## src/rtl/uart_tx_fifo_pkg.sv

```systemverilog
`default_nettype none
// ============================================================================
// Module      : uart_tx_fifo_pkg
// Description : Shared constants for the UART loopback path: dispatch FSM
//               state encoding, baud divisors and a width helper.
// Revision    : 1.0 - initial release
// ============================================================================
package uart_tx_fifo_pkg;

    localparam int c_STATE_W = 2;

    localparam logic [c_STATE_W-1:0] c_IDLE   = 2'd0;
    localparam logic [c_STATE_W-1:0] c_LAUNCH = 2'd1;
    localparam logic [c_STATE_W-1:0] c_BUSY   = 2'd2;

    // Clocks per bit at 25 MHz
    localparam int c_BAUD_115200 = 217;
    localparam int c_BAUD_9600   = 2604;

    function automatic int count_width(input int depth);
        return $clog2(depth) + 1;
    endfunction

endpackage
`default_nettype wire

```

## src/rtl/uart_tx_fifo_if.sv

```systemverilog
`default_nettype none
// ============================================================================
// Module      : uart_tx_fifo_if
// Description : Receiver-side push, transmitter handshake and FIFO status
//               bundle for uart_tx_fifo.
// Revision    : 1.0 - initial release
// ============================================================================
interface uart_tx_fifo_if
    import uart_tx_fifo_pkg::*;
#(
    parameter int DEPTH = 16,
    parameter int WIDTH = 8
);
    localparam int c_CNT_W = count_width(DEPTH);

    logic [WIDTH-1:0]   i_rx_byte;
    logic               i_rx_valid;
    logic               i_tx_active;
    logic               i_tx_done;
    logic [WIDTH-1:0]   o_tx_byte;
    logic               o_tx_dv;
    logic [c_CNT_W-1:0] o_count;
    logic               o_empty;
    logic               o_full;
    logic               o_overflow;

    modport slave (
        input  i_rx_byte, i_rx_valid, i_tx_active, i_tx_done,
        output o_tx_byte, o_tx_dv, o_count, o_empty, o_full, o_overflow
    );

    modport master (
        output i_rx_byte, i_rx_valid, i_tx_active, i_tx_done,
        input  o_tx_byte, o_tx_dv, o_count, o_empty, o_full, o_overflow
    );

endinterface
`default_nettype wire

```

## src/rtl/uart_tx_fifo_sync_fifo.sv

```systemverilog
`default_nettype none
// ============================================================================
// Module      : sync_fifo
// Description : Single-clock FIFO with registered count/empty/full and a
//               sticky overflow flag for pushes dropped while full.
// Revision    : 1.0 - initial release
// ============================================================================
module sync_fifo
    import uart_tx_fifo_pkg::*;
#(
    parameter int DEPTH = 16,
    parameter int WIDTH = 8
) (
    input  logic                          i_clk,
    input  logic                          i_reset,
    input  logic                          i_push,
    input  logic [WIDTH-1:0]              i_wdata,
    input  logic                          i_pop,
    output logic [WIDTH-1:0]              o_rdata,
    output logic [count_width(DEPTH)-1:0] o_count,
    output logic                          o_empty,
    output logic                          o_full,
    output logic                          o_overflow
);
    localparam int c_PTR_W = $clog2(DEPTH);
    localparam int c_CNT_W = count_width(DEPTH);

    logic [WIDTH-1:0]   r_mem [DEPTH];
    logic [c_PTR_W-1:0] r_wr_ptr;
    logic [c_PTR_W-1:0] r_rd_ptr;
    logic [c_CNT_W-1:0] r_count;
    logic               r_empty;
    logic               r_full;
    logic               r_overflow;

    logic               w_wr_en;
    logic               w_rd_en;
    logic [c_CNT_W-1:0] w_count_nxt;

    // A pop in the same cycle frees the slot a push into a full FIFO needs
    assign w_wr_en = i_push & (~r_full | i_pop);
    assign w_rd_en = i_pop & ~r_empty;

    always_comb begin
        w_count_nxt = r_count;
        if (w_wr_en && !w_rd_en) begin
            w_count_nxt = r_count + 1'b1;
        end else if (!w_wr_en && w_rd_en) begin
            w_count_nxt = r_count - 1'b1;
        end
    end

    always_ff @(posedge i_clk) begin
        if (!i_reset && w_wr_en) begin
            r_mem[r_wr_ptr] <= i_wdata;
        end
    end

    always_ff @(posedge i_clk) begin
        if (i_reset) begin
            r_wr_ptr   <= '0;
            r_rd_ptr   <= '0;
            r_count    <= '0;
            r_empty    <= 1'b1;
            r_full     <= 1'b0;
            r_overflow <= 1'b0;
        end else begin
            if (w_wr_en) begin
                r_wr_ptr <= r_wr_ptr + 1'b1;
            end
            if (w_rd_en) begin
                r_rd_ptr <= r_rd_ptr + 1'b1;
            end
            if (i_push && r_full && !i_pop) begin
                r_overflow <= 1'b1;
            end
            r_count <= w_count_nxt;
            r_empty <= (w_count_nxt == '0);
            r_full  <= (w_count_nxt == c_CNT_W'(DEPTH));
        end
    end

    assign o_rdata    = r_mem[r_rd_ptr];
    assign o_count    = r_count;
    assign o_empty    = r_empty;
    assign o_full     = r_full;
    assign o_overflow = r_overflow;

endmodule
`default_nettype wire

```

## src/rtl/uart_tx_fifo.sv

```systemverilog
`default_nettype none
// ============================================================================
// Module      : uart_tx_fifo
// Description : Buffers received bytes and launches them one at a time into
//               the UART transmitter over its dv/active/done handshake.
// Revision    : 1.0 - initial release
// ============================================================================
module uart_tx_fifo
    import uart_tx_fifo_pkg::*;
#(
    parameter int DEPTH = 16,
    parameter int WIDTH = 8
) (
    input  logic          i_clk,
    input  logic          i_reset,
    uart_tx_fifo_if.slave bus
);
    localparam int c_CNT_W = count_width(DEPTH);

    logic [c_STATE_W-1:0] r_state;
    logic                 r_tx_dv;
    logic [WIDTH-1:0]     r_tx_byte;

    logic                 w_can_launch;
    logic                 w_pop;
    logic [WIDTH-1:0]     w_rd_data;
    logic [c_CNT_W-1:0]   w_count;
    logic                 w_empty;
    logic                 w_full;
    logic                 w_overflow;

    sync_fifo #(
        .DEPTH (DEPTH),
        .WIDTH (WIDTH)
    ) u_fifo (
        .i_clk      (i_clk),
        .i_reset    (i_reset),
        .i_push     (bus.i_rx_valid),
        .i_wdata    (bus.i_rx_byte),
        .i_pop      (w_pop),
        .o_rdata    (w_rd_data),
        .o_count    (w_count),
        .o_empty    (w_empty),
        .o_full     (w_full),
        .o_overflow (w_overflow)
    );

    // A done pulse with the transmitter already idle relaunches directly,
    // so back-to-back bytes do not lose a cycle passing through IDLE.
    always_comb begin
        w_can_launch = 1'b0;
        case (r_state)
            c_IDLE:           w_can_launch = 1'b1;
            c_LAUNCH, c_BUSY: w_can_launch = bus.i_tx_done;
            default:          w_can_launch = 1'b0;
        endcase
        w_pop = w_can_launch & ~w_empty & ~bus.i_tx_active;
    end

    always_ff @(posedge i_clk) begin
        if (i_reset) begin
            r_state   <= c_IDLE;
            r_tx_dv   <= 1'b0;
            r_tx_byte <= '0;
        end else begin
            r_tx_dv <= w_pop;
            if (w_pop) begin
                r_tx_byte <= w_rd_data;
                r_state   <= c_LAUNCH;
            end else begin
                case (r_state)
                    c_IDLE: r_state <= c_IDLE;
                    c_LAUNCH: begin
                        if (bus.i_tx_done) begin
                            r_state <= c_IDLE;
                        end else if (bus.i_tx_active) begin
                            r_state <= c_BUSY;
                        end
                    end
                    c_BUSY: begin
                        if (bus.i_tx_done || !bus.i_tx_active) begin
                            r_state <= c_IDLE;
                        end
                    end
                    default: r_state <= c_IDLE;
                endcase
            end
        end
    end

    assign bus.o_tx_byte  = r_tx_byte;
    assign bus.o_tx_dv    = r_tx_dv;
    assign bus.o_count    = w_count;
    assign bus.o_empty    = w_empty;
    assign bus.o_full     = w_full;
    assign bus.o_overflow = w_overflow;

endmodule
`default_nettype wire
```

## src/flat_wrapper.sv

```systemverilog
// flat-port wrapper written by rule: the top's interface ports become plain ports
module uart_tx_fifo_flat import uart_tx_fifo_pkg::*;
#(
    parameter int DEPTH = 16,
    parameter int WIDTH = 8
)
  (i_clk, i_reset, bus_i_rx_byte, bus_i_rx_valid, bus_i_tx_active, bus_i_tx_done, bus_o_tx_byte, bus_o_tx_dv, bus_o_count, bus_o_empty, bus_o_full, bus_o_overflow);
  uart_tx_fifo_if #(.DEPTH(DEPTH), .WIDTH(WIDTH)) bus_i ();
  input  logic i_clk;
  input  logic i_reset;
  input wire logic [$bits(bus_i.i_rx_byte)-1:0] bus_i_rx_byte;
  input wire logic [$bits(bus_i.i_rx_valid)-1:0] bus_i_rx_valid;
  input wire logic [$bits(bus_i.i_tx_active)-1:0] bus_i_tx_active;
  input wire logic [$bits(bus_i.i_tx_done)-1:0] bus_i_tx_done;
  output wire logic [$bits(bus_i.o_tx_byte)-1:0] bus_o_tx_byte;
  output wire logic [$bits(bus_i.o_tx_dv)-1:0] bus_o_tx_dv;
  output wire logic [$bits(bus_i.o_count)-1:0] bus_o_count;
  output wire logic [$bits(bus_i.o_empty)-1:0] bus_o_empty;
  output wire logic [$bits(bus_i.o_full)-1:0] bus_o_full;
  output wire logic [$bits(bus_i.o_overflow)-1:0] bus_o_overflow;
  assign bus_i.i_rx_byte = bus_i_rx_byte;
  assign bus_i.i_rx_valid = bus_i_rx_valid;
  assign bus_i.i_tx_active = bus_i_tx_active;
  assign bus_i.i_tx_done = bus_i_tx_done;
  assign bus_o_tx_byte = bus_i.o_tx_byte;
  assign bus_o_tx_dv = bus_i.o_tx_dv;
  assign bus_o_count = bus_i.o_count;
  assign bus_o_empty = bus_i.o_empty;
  assign bus_o_full = bus_i.o_full;
  assign bus_o_overflow = bus_i.o_overflow;
  uart_tx_fifo #(.DEPTH(DEPTH), .WIDTH(WIDTH)) u_core (.i_clk(i_clk), .i_reset(i_reset), .bus(bus_i));
endmodule
```

## config.mk

```make
export PLATFORM = sky130hd
export DESIGN_NAME = uart_tx_fifo_flat
export DESIGN_NICKNAME = d
export VERILOG_FILES = /design/src/rtl/uart_tx_fifo_pkg.sv /design/src/rtl/uart_tx_fifo_if.sv /design/src/rtl/uart_tx_fifo_sync_fifo.sv /design/src/rtl/uart_tx_fifo.sv /design/src/flat_wrapper.sv
export SDC_FILE = /design/constraint.sdc
export NUM_CORES = 1
export LEC_CHECK = 0
export ABC_AREA = 1
export CAP_MARGIN = 30
export CORE_ASPECT_RATIO = 1.75
export CORE_MARGIN = 1
export CORE_UTILIZATION = 50
export DETAILED_ROUTE_END_ITERATION = 8
export GPL_TIMING_DRIVEN = 0
export PLACE_DENSITY = 0.77
export SYNTH_ARGS = -nofsm -noshare
export SYNTH_HDL_FRONTEND = slang
export SYNTH_HIERARCHICAL = 1
export SYNTH_SLANG_ARGS = --single-unit
```

## constraint.sdc

```tcl
create_clock -name i_clk -period 3.1 [get_ports i_clk]
set_clock_uncertainty 0.15 [all_clocks]
set_input_delay 0.62 -clock i_clk [delete_from_list [all_inputs] [get_ports i_clk]]
set_output_delay 0.62 -clock i_clk [all_outputs]
set_load 0.01 [all_outputs]
```

==> impl_metrics.yaml <==
status:
  outcome: "complete, but fails checks"
  violations: "negative setup slack"
floorplanning:
  die_w_um: 88.56
  die_h_um: 153.5
  placementRows: 55
  start_util: 0.5095
  dieArea_um2: 13590
  core_um2: 12870
  ios: 30
sta:
  setup_viol: 1
  tightest_slew_ps: 863.6
  max_slew_margin: 0.4222
  period_share: 1.000
  min_period_ps: 3100
  rsz0062_at_grt: "true"
  finalWorstSetupSlack_ps: -0.1668
  drv_slew: 0
  max_clock_freq_ghz: 0.3226
  hold_viol: 0
yosys:
  synth_compound_area_frac: 0.1200
  synthTopCellsByArea: "edfxtp_1 59%, dfxtp_1 9.5%, nor2_1 5.7%, o21ai_0 5.3%, nand2_1 2.7%"
  synthSimpleGateAreaFrac: 0.1340
  synth_top_cell_by_area: "edfxtp_1"
  synth_top_family_by_area: "simple AND/OR/NAND/NOR gates"
  synth_top_cell_area_share: 0.5863
  synthMuxAreaShare: 0
  synth_fa_ha_area_frac: 0.02099
  synth-warning-count: 6
  synth_xor_area_frac: 0
  netlist_area_um2: 6556
  syn_inst: 568
  yosysUniqueCellTypes: 36
  syn_area_per_cell_um2: 11.54
  yosys_register_bits: 159
  synth-seq-area-share: 0.6809
  syn-num-nets: 592
hold_path:
  hold_depth: 2
  hold_end: "u_core/bus.o_tx_byte[4]$_SDFFE_PP0P_"
  min_path_type: "reg2reg"
  hold_start: "u_core/bus.o_tx_byte[4]$_SDFFE_PP0P_"
global_routing:
  grt_max_degree: 17
  first_global_vias: 4826
  grt_antenna_before_repair: 0
  grt.total_usage: 0.2646
  grt_pass1_wl_um: 25670
  grt_overflow: 0
clocking:
  cts_setup_buffers: 0
  cts_root_buf: "clkbuf_16"
  cts.sinks: 159
  cts_resized: 1
  ctsHoldBuffers: 0
  clkSlewWorstSetupHoldPaths_ps: 60
  cts_buffer_depth: 2
  cts_buffers: 17
  cts_tree: "built"
  htreeDepth: 4
  clk_latency_ps: 420
power:
  power_density_nw_per_um2: 603.7
  power.leakage_nw: 2.726
  vdd_drop_max_mv: 0.3717
  p_total_mw: 4.627
layout:
  drive_above_1_share: 0.1315
  nets: 642
  diodes: 0
  syn2layout_area_growth_pct: 16.91
  postLayoutCoreUtil: 0.5956
  stdcell_count: 802
critical_path:
  critPathKind: "reg2reg"
  cp.arrival_ps: 2990
  required_ps: 2990
  critPathMostFrequentCell: "inv_1"
  worst-r2r-setup-slack_ps: -0.2
  r2r-end: "u_core/u_fifo/r_mem[11][7]$_DFFE_PP_"
  slowest_stage: "nor2_1"
  max_stage_delay_ps: 710
  cp_max_fo: 10
  crit_chain: "inv_1 > ha_1 > nand2_1 > nand2_2 > nand3_2 > inv_1 > inv_2 > a21oi_4 > nand4_1 > nor2_1"
  start_kind: "flip-flop"
  reg2reg_depth: 10
  r2r-start: "u_core/r_state[0]$_SDFFE_PP0P_"
  endpoint_kind: "flip-flop"
place:
  dp_cells: 770
  portBuffers: 29
  hpwl_um: 11730
  place_congestion: 0.9204
drt:
  vias: 4828
  drt-total-wl_um: 17060
  post_drt_wl_per_cell_um: 21.28
  drtPass1Iterations: 6
  drt_iter0_drc: 560
  drc: 0
  postRouteAntennaNets: 0
  vias_per_cell: 6.020
run:
  drv_cap: 0
[cells by family (layout without fill, tap and decap cells)]
kind of cell,after synthesis,after routing
fa+ha+maj,11,11
simple gates,198,198
buf+inv,69,132
compound gates,131,131
flops,159,159
[how the worst max path moves through the flow]
stage	endpoint	slack (ps)	from	cells after the start
5_1_grt	u_core/u_fifo/r_mem[12][4]$_DFFE_PP_	-150	u_core/r_state[0]$_SDFFE_PP0P_	10
3_5_place_dp	u_core/u_fifo/r_mem[13][0]$_DFFE_PP_	-440	bus_i_tx_done	9
2_1_floorplan	u_core/u_fifo/r_mem[3][0]$_DFFE_PP_	270	u_core/r_state[0]$_SDFFE_PP0P_	10
6_report	u_core/u_fifo/r_mem[11][7]$_DFFE_PP_	-0.2	u_core/r_state[0]$_SDFFE_PP0P_	10
3_3_place_gp	u_core/u_fifo/r_mem[7][3]$_DFFE_PP_	-950	bus_i_tx_done	9
4_1_cts	u_core/u_fifo/r_mem[12][4]$_DFFE_PP_	-70	u_core/r_state[0]$_SDFFE_PP0P_	10
[synthesized netlist by cell type, drive strengths merged]
master and n:
a21oi 13, a31oi 1, and3 1, buf 18
clkbuf 8, dfxtp 31, edfxtp 128, ha 11
inv 43, nand2 51, nand3 35, nand3b 1
nand4 4, nor2 102, nor3 2, nor4 2
o211ai 12, o21a 1, o21ai 78, o221ai 20
o22ai 6
[worst max-delay path: cells and delay by family (launching register included)]
kind	cells	cell delay, ps
AO/OA/AOI/OAI	1	230
adder cells (fa/ha/maj)	1	280
buffers and inverters	3	360
flip-flops	1	370
AND/OR/NAND/NOR	5	1330
[metrics by stage]
step           worst slack (ps)  area [um^2]  hold WS, ps  setup TNS, ps
3_5_place_dp             -439.7         7088        322.6         -33840
2_1_floorplan             267.3         6556        305.4              0
6_report                -0.1668         7665        329.4        -0.1668
4_1_cts                  -70.27         7630        331.3          -1527
5_1_grt                  -154.9         7665        355.2          -4862
3_3_place_gp             -954.5         7061        312.2         -34850
[power breakdown]
group / internal, mW / leakage (nW) / switching [mW]
sequential: 2.34 / 1.41 / 0.0228
clock: 1.03 / 0.254 / 0.843
combinational: 0.130 / 1.07 / 0.264
total: 3.50 / 2.73 / 1.13
[area by class of cell]
cell class              count  area (um^2)
fillers                  1012         5204
flip-flops and latches    159         4464
multi-input cells         340         1853
clock buffers              17        425.4
repair buffers             31        305.3
well taps                 171        214.0
inverters                  43        163.9
plain buffers              26        125.1
clock inverters            15        113.9
[cells in the final DEF (no fill, tap or decap), drive strengths merged, types with 2 or more instances in the layout]
cell	n
o22ai	6
o221ai	20
nor3	2
clkinvlp	4
buf	20
nand3	35
clkbuf	25
nor4	2
ha	11
nand2	51
o211ai	12
clkdlybuf4s50	29
clkinv	8
a21oi	13
edfxtp	128
nand4	4
dfxtp	31
nor2	102
inv	46
o21ai	78
[metal layers]
| metal | routed length [um] | GRT usage | vias up |
|---|---|---|---|
| met5 | 0 | 0 | - |
| met4 | 868 | 0.1651 | 0 |
| met3 | 993 | 0.05292 | 68 |
| met2 | 9351 | 0.4678 | 238 |
| met1 | 5850 | 0.2771 | 2384 |
| li1 | - | - | 2138 |
[registers in the layout, summed over array words and instances (netlist names), named ones only]
name / flops
u_core/u_fifo/r_mem: 128
u_core/bus.o_tx_byte: 8
u_core/u_fifo/o_count: 5
u_core/u_fifo/r_rd_ptr: 4
u_core/u_fifo/r_wr_ptr: 4
u_core/r_state: 2
u_core/bus.o_tx_dv: 1
u_core/u_fifo/o_empty: 1
u_core/u_fifo/o_full: 1
u_core/u_fifo/o_overflow: 1
Note: power is estimated with default switching activity, not from simulation.
